--- src/rtl/load_use_scoreboard.sv ---
// rtl/load_use_scoreboard.sv - issue-side load-use hazard scoreboard with EX/MEM/WB shadow pipe
module load_use_scoreboard #(
    parameter int ADDR_W  = 5,
    parameter int MAX_LAT = 2,
    parameter int CNT_W   = 16
) (
    input  logic              clk,
    input  logic              reset,
    input  logic              ID_Valid,
    input  logic [ADDR_W-1:0] ID_RsAddress,
    input  logic [ADDR_W-1:0] ID_RtAddress,
    input  logic              ID_RsUsed,
    input  logic              ID_RtUsed,
    input  logic [ADDR_W-1:0] ID_WBAddress,
    input  logic              ID_RegWriteEn,
    input  logic [1:0]        ID_Latency,
    input  logic              Flush,
    output logic              stall,
    output logic [1:0]        inflight,
    output logic [CNT_W-1:0]  stall_count
);

    localparam logic [1:0] MaxRem = 2'(MAX_LAT);

    // Shadow pipe entries tracking each recorded writer alongside the real pipeline
    logic              exValid, memValid, wbValid;
    logic [ADDR_W-1:0] exDest, memDest, wbDest;
    logic [1:0]        exRem, memRem, wbRem;

    logic       hazardA, hazardB, accept;
    logic [1:0] newRem;

    // Remaining-latency countdown, floored at zero
    function automatic logic [1:0] decRem(input logic [1:0] r);
        return (r == 2'd0) ? 2'd0 : r - 2'd1;
    endfunction

    // Youngest matching writer decides; an older slow producer is shadowed by a newer ready one
    function automatic logic srcHazard(
        input logic              used,
        input logic [ADDR_W-1:0] addr,
        input logic              eV, input logic [ADDR_W-1:0] eD, input logic [1:0] eR,
        input logic              mV, input logic [ADDR_W-1:0] mD, input logic [1:0] mR,
        input logic              wV, input logic [ADDR_W-1:0] wD, input logic [1:0] wR
    );
        logic h;
        h = 1'b0;
        if (used && (addr != '0)) begin
            if (eV && (eD == addr)) begin
                h = (eR != 2'd0);
            end else if (mV && (mD == addr)) begin
                h = (mR != 2'd0);
            end else if (wV && (wD == addr)) begin
                h = (wR != 2'd0);
            end
        end
        return h;
    endfunction

    // Hazard detection, stall and accept decision for the instruction currently in ID
    always_comb begin
        hazardA = srcHazard(ID_RsUsed, ID_RsAddress,
                            exValid, exDest, exRem, memValid, memDest, memRem,
                            wbValid, wbDest, wbRem);
        hazardB = srcHazard(ID_RtUsed, ID_RtAddress,
                            exValid, exDest, exRem, memValid, memDest, memRem,
                            wbValid, wbDest, wbRem);
        stall   = ID_Valid & ~Flush & (hazardA | hazardB);
        accept  = ID_Valid & ID_RegWriteEn & (ID_WBAddress != '0) & ~stall & ~Flush;
        newRem  = (ID_Latency > MaxRem) ? MaxRem : ID_Latency;
    end

    // Shadow pipe advances every cycle; a stalled ID slot becomes a bubble in EX
    always_ff @(posedge clk) begin
        if (reset) begin
            exValid  <= 1'b0;
            exDest   <= '0;
            exRem    <= 2'd0;
            memValid <= 1'b0;
            memDest  <= '0;
            memRem   <= 2'd0;
            wbValid  <= 1'b0;
            wbDest   <= '0;
            wbRem    <= 2'd0;
        end else begin
            wbValid  <= memValid;
            wbDest   <= memDest;
            wbRem    <= decRem(memRem);
            memValid <= exValid;
            memDest  <= exDest;
            memRem   <= decRem(exRem);
            exValid  <= accept;
            exDest   <= accept ? ID_WBAddress : '0;
            exRem    <= accept ? newRem : 2'd0;
        end
    end

    // Saturating count of stalled cycles
    always_ff @(posedge clk) begin
        if (reset) begin
            stall_count <= '0;
        end else if (stall && (stall_count != {CNT_W{1'b1}})) begin
            stall_count <= stall_count + 1'b1;
        end
    end

    // Occupancy of the shadow pipe, taken from registered state only
    always_comb begin
        inflight = {1'b0, exValid} + {1'b0, memValid} + {1'b0, wbValid};
    end

endmodule

--- config.mk ---
export PLATFORM = sky130hd
export DESIGN_NAME = load_use_scoreboard
export DESIGN_NICKNAME = d
export VERILOG_FILES = /design/src/rtl/load_use_scoreboard.sv
export SDC_FILE = /design/constraint.sdc
export NUM_CORES = 1
export LEC_CHECK = 0
export ABC_CLOCK_PERIOD_IN_PS = 5300
export BUFFER_PORTS_ARGS = -buffer_cell sky130_fd_sc_hd__buf_2
export CAP_MARGIN = 20
export CORE_ASPECT_RATIO = 1.4
export CORE_UTILIZATION = 35
export DETAILED_ROUTE_END_ITERATION = 16
export PLACE_DENSITY = 0.52
export SYNTH_ARGS = -nofsm -noshare
export SYNTH_HDL_FRONTEND = slang
export SYNTH_SLANG_ARGS = --single-unit
--- constraint.sdc ---
create_clock -name clk -period 5.3 [get_ports clk]
set_input_delay 0.265 -clock clk [delete_from_list [all_inputs] [get_ports clk]]
set_output_delay 0.265 -clock clk [all_outputs]
set_load 0.005 [all_outputs]
* After elaboration in Yosys (flattened, before gate mapping) *
Index checks and enable logic that the tools add are counted.

word-level totals
  word-level logic and storage cells = 64
  register bits after elaboration = 40
  output and inout port bits = 19
  input port bits = 24

operators by class
  $add $sub $neg = 5
  order comparisons = 1
  equality and inequality tests = 7
  bitwise gates (word level) = 10
  muxes and demuxes = 9
  reductions and logical operators = 21

operators by type and width
  cell                   count
  $eq 5x5->1             6
  $add 16x1->16 const B  1
  $ne 16x16->1 const B   1
  $reduce_bool 5->1      3
  $logic_and 1x1->1      9
  $mux 1                 8
  $and 1x1->1            6
  $reduce_bool 2->1      3
  $reduce_or 2->1        3
  $logic_not 2->1        2
  $sub 2x1->2 const B    2
  $not 1->1              3
  $reduce_or 3->1        1
  $add 1x1->2            1
  $add 2x1->2            1
  $gt 2x2->1 const B     1
  $mux 2                 1
  $or 1x1->1             1

* Depth between registers and ports, before layout *
  depth after elaboration = 13
  mapped depth = 10
  mapped depth without buffers = 8

* Worst setup path before layout *
OpenSTA, ideal clock, no wires.

  kind = flip-flop to flip-flop
  start point = reg exDest[4]
  end point = reg stall_count[10]
  cell stages (with the launch flop) = 9
  setup time = 0.071 ns
  arrival = 2.030 ns
  path buffers = 1
  setup slack = 3.200 ns
  clock period less this slack = 2.100 ns
  data required time = 5.229 ns
  cell sequence = dfxtp_1 xor2_1 nor4_1 nand3_1 a311oi_1 nor2_2 buf_6 or4_1 a21oi_1

between the ends
  word-level cells in the longest chain between the ends = 7
  elaborated cells on any way between the ends = 11
  classes of those cells = 2 x eq/ne; 4 x mux; 2 x bitwise; 3 x reduce/logical

ends and longest elaborated chain
  element                 line  text
  from (decl)             27    logic [ADDR_W-1:0] exDest, memDest, wbDest;
  from (signal assigned)  93    exDest <= accept ? ID_WBAddress : '0;
  $eq 5x5->1              49    if (eV && (eD == addr)) begin
  $logic_and 1x1->1       49
  $mux 1                  49
  $mux 1                  48    if (used && (addr != '0)) begin
  $or 1x1->1 (*)          68    stall = ID_Valid & ~Flush & (hazardA | hazardB);
  $and 1x1->1 (*)         68
  $logic_and 1x1->1 (*)   102   end else if (stall && (stall_count != {CNT_W{1'b1}})) begin
  to (signal assigned)    103   stall_count <= stall_count + 1'b1;
  to (decl)               20    output logic [CNT_W-1:0] stall_count

Every way passes the cells marked *; elsewhere a longest branch is shown, timed or not.
A chain may end at the register's enable or synchronous reset.

* Worst setup path after layout *
  start point = reg stall_count[3]
  end point = reg stall_count[1]

between the ends
  word-level cells in the longest chain between the ends = 2

ends and longest elaborated chain
  element            line
  $ne 16x16->1       102
  $logic_and 1x1->1  102

Every way passes these cells.

==> flow_summary.toml <==
[sta]
fin_crit_sh = 0.495
slew_violations = 0
rsz0062_at_grt = "no"
hold_viol = 0
fin_crit_ps = 2620
layout_setup_ws_ps = 2680
timing.fmax_ghz = 0.381
clock_skew_ps = 8.01
maxSlewHeadroom = 0.442
fin_tns_setup_ps = 0
whs_ps = 174
setup_viol = 0
tightest_slew_ps = 836

[power_and_ir_drop]
combinationalPowerShare = 0.066
p_per_area_mw_per_mm2 = 257
power_switching_mw = 0.141
seqPwrFrac = 0.505
power.share.clock = 0.429
internal-power_mw = 0.462
p_leak_nw = 0.920
swShare = 0.234
vdd_drop_max_uv = 189

[global_routing]
grt_overflow = 0
grt_max_degree = 34
antenna_found_initial = 0
grt_pass1_wl_mm = 7.80
grt_pass1_vias = 1677
track_usage = 0.173

[yosys]
ys_top_cells_by_area = "dfxtp_1 (41%), xor2_1 (7.6%), xnor2_1 (6.2%), nor2b_1 (4.5%), or4_1 (3.8%)"
synth_edf_count = 0
syn_nets = 242
synth_area_sq_mm = 0.00197
yosysUniqueCellTypes = 40
yosysTopAreaCell = "dfxtp_1"
yosys.area_share.adder = 0.0292
synth_top_family_by_area = "simple AND/OR/NAND/NOR gates"
synth-simple-area-share = 0.259
synth_warnings = 0
ys_async_sr_fraction = 0
synth_mux_area_frac = 0.00509
yosysSeqAreaShare = 0.407
synth-compound-area-share = 0.136
yosys.area.top_type_share = 0.407
synth_ff_type = "dfxtp_1"
ys_seq_elements = 40
synth.avg_cell_area_sq_um = 9.20
netlist_instances = 214
synthXorXnorAreaFrac = 0.138

[finish]
drive_above_1_share = 0.208
final_common_cell = "buf_2"
final_cell_mix = "buf_2 (42), dfxtp_1 (40), xor2_1 (17)"
final_util = 0.445
nets = 286
final_area_sq_mm = 0.00235
diodes = 0
syn_to_final_growth_pct = 19.3

[clock_tree]
clk_latency_ps = 300
root_buffer = "clkbuf_8"
hold_buffers = 0
cts_tree = "done"
ctsLongestPathBuffers = 2
cts.clk_slew.worst_paths_ps = 90
clock_sinks = 40
post_cts_buffers = 0
cts.htree.levels = 2
cts-resized-gates = 0
cts_buffers = 5

[placement]
numPortBuffers = 42
place_congestion = 0.787
placed_area_sq_mm = 0.00223
pre_cts_slack_ps = 2690
dp_hpwl_mm = 3.57

[run]
drv_cap = 0

[floorplan]
die_w_um = 65.4
dieHeight_um = 90.7
start_util = 0.373
core.rowCount = 31
io_pins = 43
core_area_sq_mm = 0.00528
die_area_sq_mm = 0.00593

[worst_setup_path]
cp_cell_sequence = "and4_1 > nand3_1 > o41ai_1 > a311oi_1 > nor2_2 > mux2i_1 > nor2_1"
worstPathMaxFanout = 24
worstSetupPathType = "reg2reg"
slowest_delay_ps = 690
end_kind = "register"
start_kind = "register"
required_ps = 5470
crit_path_top_delay_cell = "nor2_2"
crit_arrival_ps = 2790

[route]
dr.pass1.iters = 4
drt_iter0_drc = 147
drtAntennaViolNets = 0
vias = 1722
vias_per_cell = 5.30
drt-total-wl_mm = 4.73
remaining_drc_errors = 0
wire_per_inst_um = 14.5

[status]
status = "finished, final reports clean"

[min_path]
hp-class = "in2reg"
[cells in the mapped netlist (all sizes together), types with 4 or more instances]
cell and count:
inv 6, nand4 6, xnor2 14, nor3 5
or3 5, o31ai 7, nor2 6, xor2 17
nand3 12, nor2b 14, a21oi 14, o21ai 9
nor4 4, and3 6, or4 10, nand2 8
dfxtp 40
[state kept, by name, indices dropped and copies added, names as in the netlist]
register	count
memValid	1
exDest	5
wbDest	5
exRem	2
memRem	2
memDest	5
wbRem	2
stall_count	16
wbValid	1
exValid	1
[layout make-up]
class                      count  area (sq um)
clock buffer                   5          68.8
inverter                       6          22.5
clock inverter                 3          46.3
multi-input combinational    163          1120
tap                           66          82.6
sequential                    40           801
fill                         577          2930
timing repair buffer          42           210
[routing by layer]
metal  wire [um]  share of wire  vias to the layer above  GRT usage
li1            -              -                      873          -
met1        1940           0.41                      810      0.182
met2        2550           0.54                       34      0.322
met3         170          0.036                        5     0.0429
met4          68          0.014                        0     0.0598
met5           0              0                        -          0
[final timing paths]
path,startpoint,slack (ps),cells past startpoint,end
setup / recovery,stall_count[3],2680,7,stall_count[1]
hold / removal,ID_Latency[1],170,2,exRem[1]
setup reg to reg,stall_count[3],2680,7,stall_count[1]
hold reg to reg,exRem[0],420,1,memRem[0]
[power groups by stage]
stage          Clock, mW  Sequential, mW  Combinational (mW)
2_1_floorplan          0           0.311              0.0213
3_3_place_gp           0           0.312              0.0405
3_5_place_dp           0           0.312              0.0407
4_1_cts            0.266           0.305              0.0410
5_1_grt            0.281           0.305              0.0445
6_report           0.259           0.305              0.0400
[critical path: cells and delay by family, from the launching register on]
kind	cells	cell delay, ps
and+or+nand+nor	4	1180
AOI/OAI and AO/OA	2	590
DFF	1	460
muxes	1	270
[logic make-up after synthesis]
logic type	count (synthesis)
AND/OR/NAND/NOR	85
buffers and inverters	11
XOR/XNOR	31
multiplexers	1
AO/OA/AOI/OAI	42
adder cells (fa/ha/maj)	4
flip-flops	40
[through the flow]
stage | std cells | total power [mW]
CTS | 325 | 0.611
detailed placement | 317 | 0.353
global placement | 317 | 0.352
global route | 325 | 0.631
finish | 325 | 0.604
floorplan | 214 | 0.333
Note: power is estimated with default switching activity, not from simulation.
